===== config.mk =====
export PLATFORM = sky130hd
export DESIGN_NAME = dds_wave_meas
export DESIGN_NICKNAME = d
export VERILOG_FILES = /design/src/rtl/dds_wave_meas.sv
export SDC_FILE = /design/constraint.sdc
export NUM_CORES = 1
export LEC_CHECK = 0
export BUFFER_PORTS_ARGS = -buffer_cell sky130_fd_sc_hd__buf_2
export CORE_MARGIN = 2
export CORE_UTILIZATION = 60
export CTS_CLUSTER_DIAMETER = 120
export DETAILED_ROUTE_END_ITERATION = 12
export PLACE_DENSITY_LB_ADDON = 0.25
export SLEW_MARGIN = 20
export SYNTH_ARGS = -nofsm -noshare
export SYNTH_HDL_FRONTEND = slang
export SYNTH_SLANG_ARGS = --single-unit

===== constraint.sdc =====
create_clock -name clk -period 3.79 [get_ports clk]
set_clock_uncertainty 0.2 [all_clocks]
set_input_delay 0.5685 -clock clk [delete_from_list [all_inputs] [get_ports clk]]
set_output_delay 0.5685 -clock clk [all_outputs]
set_load 0.01 [all_outputs]

===== src/rtl/dds_wave_meas.sv =====
// Waveform analyzer for the DDS/DAC sample bus. It measures the period between
// rising midscale crossings, plus the peak max and min over that period.
module dds_wave_meas #(
    parameter int DATA_W     = 10,
    parameter int MID        = 512,
    parameter int HYST       = 16,
    parameter int PERIOD_W   = 20,
    parameter int MAX_PERIOD = 1000000
) (
    input  logic                clk,
    input  logic                rst,
    input  logic [DATA_W-1:0]   sample,
    input  logic                sample_valid,
    output logic [PERIOD_W-1:0] period,
    output logic [DATA_W-1:0]   peak_max,
    output logic [DATA_W-1:0]   peak_min,
    output logic                meas_valid,
    output logic                locked,
    output logic                timeout
);

    localparam logic SEEK_LOW  = 1'b0;
    localparam logic SEEK_HIGH = 1'b1;

    localparam logic [DATA_W-1:0]   LO_TH    = DATA_W'(MID - HYST);
    localparam logic [DATA_W-1:0]   HI_TH    = DATA_W'(MID + HYST);
    localparam logic [PERIOD_W-1:0] CNT_LAST = PERIOD_W'(MAX_PERIOD - 1);

    logic                state;
    logic                have_ref;
    logic [PERIOD_W-1:0] cnt;
    logic [DATA_W-1:0]   run_max;
    logic [DATA_W-1:0]   run_min;
    logic                rc;

    assign rc = (state == SEEK_HIGH) && (sample >= HI_TH);

    always_ff @(posedge clk or negedge rst) begin
        if (!rst) begin
            period     <= '0;
            peak_max   <= '0;
            peak_min   <= '0;
            meas_valid <= 1'b0;
            locked     <= 1'b0;
            timeout    <= 1'b0;
            state      <= SEEK_LOW;
            have_ref   <= 1'b0;
            cnt        <= '0;
            run_max    <= '0;
            run_min    <= '0;
        end else begin
            meas_valid <= 1'b0;
            timeout    <= 1'b0;
            if (sample_valid) begin
                if (rc) begin
                    // The peaks are taken before this sample, so the window ends just short of the new crossing.
                    if (have_ref) begin
                        period     <= cnt;
                        peak_max   <= run_max;
                        peak_min   <= run_min;
                        meas_valid <= 1'b1;
                        locked     <= 1'b1;
                    end
                    have_ref <= 1'b1;
                    cnt      <= PERIOD_W'(1);
                    run_max  <= sample;
                    run_min  <= sample;
                    state    <= SEEK_LOW;
                end else if (have_ref && cnt == CNT_LAST) begin
                    timeout  <= 1'b1;
                    locked   <= 1'b0;
                    have_ref <= 1'b0;
                    cnt      <= '0;
                    state    <= SEEK_LOW;
                end else begin
                    if (state == SEEK_LOW && sample <= LO_TH)
                        state <= SEEK_HIGH;
                    if (have_ref) begin
                        cnt <= cnt + PERIOD_W'(1);
                        if (sample > run_max)
                            run_max <= sample;
                        if (sample < run_min)
                            run_min <= sample;
                    end
                end
            end
        end
    end

endmodule


==> insert_results.sql <==
INSERT INTO impl_metrics (metric_group, metric, value, unit) VALUES
('setup_path', 'cp-end-kind', 'flop', ''),
('synth', 'netlist.top_cell.by_area', 'sky130_fd_sc_hd__dfrtp_1', ''),
('detailed_routing', 'via_count', '3214', ''),
('cts', 'clock-sinks', '85', ''),
('run_status', 'outcome', 'finished clean', ''),
('layout', 'final_layout_size_suffix_gt1_share', '21.33', '%'),
('synth', 'avgSynthCellArea', '11.46', 'sq um'),
('placement', 'port-buffer-count', '55', ''),
('floorplan', 'die_w', '88.76', 'um'),
('global_routing', 'globalRouteTotalUtil', '25.53', '%'),
('sta', 'setup_viol', '0', ''),
('pwr', 'power.leakage', '2.391', 'nW'),
('synth', 'synth_sequential_area_ratio', '49.35', '%'),
('floorplan', 'fp.coreArea', '6869', 'sq um'),
('setup_path', 'timing.critical_path.fanout_max', '16', ''),
('sta', 'setup_total_negative_slack', '0', 'ns'),
('sta', 'finalHoldViolations', '0', ''),
('pwr', 'p_per_area', '651.0', 'nW/um^2'),
('global_routing', 'grt_first_pass_wirelength', '15480', 'um'),
('layout', 'fin_nets', '464', ''),
('sta', 'slew_at_the_pin_with_the_worst_max_slew_slack', '0.8269', 'ns'),
('floorplan', 'dieArea', '7878', 'sq um'),
('sta', 'timing.final.ws_setup', '1.242', 'ns'),
('detailed_routing', 'route.final.wire_length', '9083', 'um'),
('synth', 'synth.top_cell.area_share', '49.35', '%'),
('detailed_routing', 'routed_wire_length_per_instance', '17.07', 'um'),
('sta', 'finalCritPeriodShare', '67.23', '%'),
('sta', 'final-max-slew-violation-count', '0', ''),
('synth', 'yosys_register_bits', '85', ''),
('setup_path', 'cp_slowest_stage_delay', '0.43', 'ns'),
('cts', 'ctsHtreeMaxLevel', '3', ''),
('synth', 'synthesis.nets', '409', ''),
('setup_path', 'setup.worst_path.start_class', 'input pin', ''),
('floorplan', 'design.portCount', '56', ''),
('layout', 'final_design_area_no_fill', '4922', 'sq um'),
('placement', 'placedCellCount', '516', ''),
('cts', 'worstSkewPairLatency', '0.35', 'ns'),
('setup_path', 'cp.required', '3.80', 'ns'),
('setup_path', 'cp.arrival', '2.56', 'ns'),
('setup_path', 'worst-setup-path-type', 'input pin to flop', ''),
('cts', 'post_cts_hold_buffer_count', '0', ''),
('detailed_routing', 'viasPerCell', '6.041', ''),
('floorplan', 'num_rows', '30', ''),
('floorplan', 'die_h', '88.76', 'um'),
('sta', 'rsz0062_at_grt', 'false', ''),
('detailed_routing', 'drt_drc_violations_left', '0', ''),
('layout', 'insertedDiodeCount', '0', ''),
('global_routing', 'grt-ovfl-total', '0', ''),
('detailed_routing', 'dr.first_iter.drc_count', '341', ''),
('global_routing', 'number_of_antenna_violations_at_the_first_check_in_global_routing', '0', ''),
('placement', 'place_ws', '0.9527', 'ns'),
('flow_run', 'drv_cap', '0', ''),
('cts', 'post-cts-setup-buffer-count', '0', ''),
('cts', 'post_cts.resized_instances', '0', ''),
('global_routing', 'grt_start_max_net_pins', '65', ''),
('global_routing', 'grt_pass1_vias', '3249', ''),
('cts', 'cts.reportedPaths.clkPinSlew', '0.08', 'ns'),
('sta', 'max_clock_freq', '0.3924', 'GHz'),
('detailed_routing', 'drtPass1Iterations', '5', ''),
('setup_path', 'cp_cell_sequence', 'buf_2 > or3_4 > o211ai_1 > buf_4 > nor2_1 > a222oi_1 > o311ai_1', ''),
('detailed_routing', 'postRouteAntennaNets', '0', ''),
('floorplan', 'initial_utilization', '62.75', '%'),
('cts', 'tritoncts_clock_tree', 'built', ''),
('cts', 'cts_inserted_buffers', '9', ''),
('layout', 'areaGrowthSynthToFinish', '14.19', '%'),
('synth', 'netlist-cell-type-count', '46', ''),
('synth', 'postSynthCellCount', '376', ''),
('synth', 'synth.yosys.warnings', '0', ''),
('placement', 'post_dp_cell_area', '4682', 'sq um'),
('placement', 'gpl.final_weighted_congestion', '0.8867', ''),
('hold_path', 'min_path_type', 'input pin to async pin', ''),
('synth', 'leading_cell_types_by_total_area_after_synthesis', 'sky130_fd_sc_hd__dfrtp_1 (49%), sky130_fd_sc_hd__mux2_1 (10%), sky130_fd_sc_hd__ha_1 (5.8%), sky130_fd_sc_hd__mux2_4 (3.1%), sky130_fd_sc_hd__nor2_1 (2.9%)', ''),
('layout', 'finish.cell_count_without_fillers', '532', ''),
('sta', 'slew-limit-headroom', '44.87', '%'),
('pwr', 'total_power', '3.204', 'mW'),
('setup_path', 'critPathSlowestCell', 'sky130_fd_sc_hd__or3_4', ''),
('cts', 'cts.path.max_buffers', '2', ''),
('cts', 'cts-root-buf', 'sky130_fd_sc_hd__clkbuf_8', ''),
('sta', 'layout_min_cycle_time', '2.548', 'ns'),
('pwr', 'worst_ir_drop_vdd', '0.3384', 'mV'),
('placement', 'dpl.hpwl', '6391', 'um'),
('synth', 'mappedNetlistArea', '4310', 'sq um');
[cell usage in the layout (no fill, tap or decap), types with 9 or more instances in the layout]
cell                       instances
sky130_fd_sc_hd__mux2_4            9
sky130_fd_sc_hd__dfrtp_1          85
sky130_fd_sc_hd__nand4_1          17
sky130_fd_sc_hd__buf_2            54
sky130_fd_sc_hd__nand2_1          20
sky130_fd_sc_hd__clkbuf_8         10
sky130_fd_sc_hd__inv_1            23
sky130_fd_sc_hd__nor2_1           32
sky130_fd_sc_hd__mux2_1           40
sky130_fd_sc_hd__nand3_1          10
sky130_fd_sc_hd__ha_1             20
sky130_fd_sc_hd__a21oi_1          11
[routing by layer]
metal,GRT usage [%],wire length [um],up-vias
met3,3.638,548,17
met1,33.98,3908,1571
met5,0,0,-
met4,9.229,150,0
li1,-,-,1482
met2,42.74,4476,144
[cell usage after synthesis, drive strengths merged]
library cell / n
and4: 1
o21a: 1
and2: 2
or4: 2
o311ai: 10
nor2: 33
o311a: 1
nand4: 17
a41oi: 1
xor2: 8
nor4b: 2
a22o: 1
a21oi: 12
xnor2: 7
nand2b: 2
clkbuf: 1
o211ai: 3
mux2i: 1
ha: 20
inv: 23
a211oi: 1
o221a: 1
or3: 6
nand3: 10
a31oi: 2
nand2: 20
mux2: 49
a2111oi: 1
buf: 14
a21o: 5
and3: 5
a222oi: 8
o21ai: 9
nor4: 2
dfrtp: 85
nor3: 9
or2: 1
[critical path: cells and delay by family]
family | cells | cell delay, ns
compound gates | 3 | 0.89
buf+inv | 2 | 0.46
simple gates | 2 | 0.64
[final timing paths]
check | depth (start not counted) | to | from | slack (ns)
min in group clk | 1 | period[14]$_DFFE_PN0P_ | period[14]$_DFFE_PN0P_ | 0.29
max | 7 | run_min[2]$_DFFE_PN0P_ | sample[6] | 1.24
min | 1 | peak_max[4]$_DFFE_PN0P_ | rst | 0.10
max in group asynchronous | 2 | run_min[9]$_DFFE_PN0P_ | rst | 2.61
max reg2reg | 6 | run_min[2]$_DFFE_PN0P_ | have_ref$_DFFE_PN0P_ | 1.24
min reg2reg | 1 | period[14]$_DFFE_PN0P_ | period[14]$_DFFE_PN0P_ | 0.29
[registers in the layout (all words and copies together) (netlist names), 10 cells and up]
| name | flops |
|---|---|
| run_max | 10 |
| cnt | 20 |
| period | 20 |
| run_min | 10 |
| peak_max | 10 |
| peak_min | 10 |
[metrics by stage]
step | utilization, % | hold slack [ns]
4_1_cts | 71.66 | 0.1262
6_report | 71.66 | 0.1033
2_1_floorplan | - | 0.07291
3_3_place_gp | 68.16 | 0.2622
3_5_place_dp | 68.16 | 0.2694
5_1_grt | 71.66 | 0.1486
[power breakdown]
part           switching (mW)  internal, mW
Combinational           0.567         0.506
Sequential              0.192          1.17
Clock                   0.312         0.456
Total                    1.07          2.13
[layout make-up]
type                       instances  area [sq um]
tap                               96         120.1
multi-input combinational        253          2028
fill                             492          1947
sequential                        85          2127
timing repair buffer              59         320.3
inverter                          23         86.33
clock buffer                      12         145.1
clock inverter                     4         95.09
[logic make-up (layout without fill, tap and decap cells)]
logic type,after synthesis,in the layout,share of synthesized area (%)
buffers and inverters,38,98,3.773
xor gates and xnor gates,15,15,3.048
adders and majority gates,20,20,5.806
DFF,85,85,49.35
and+or+nand+nor,112,112,13.15
muxes,50,50,13.82
AOI/OAI and AO/OA,56,56,11.06
No activity file was read; power rests on OpenSTA's default activity.
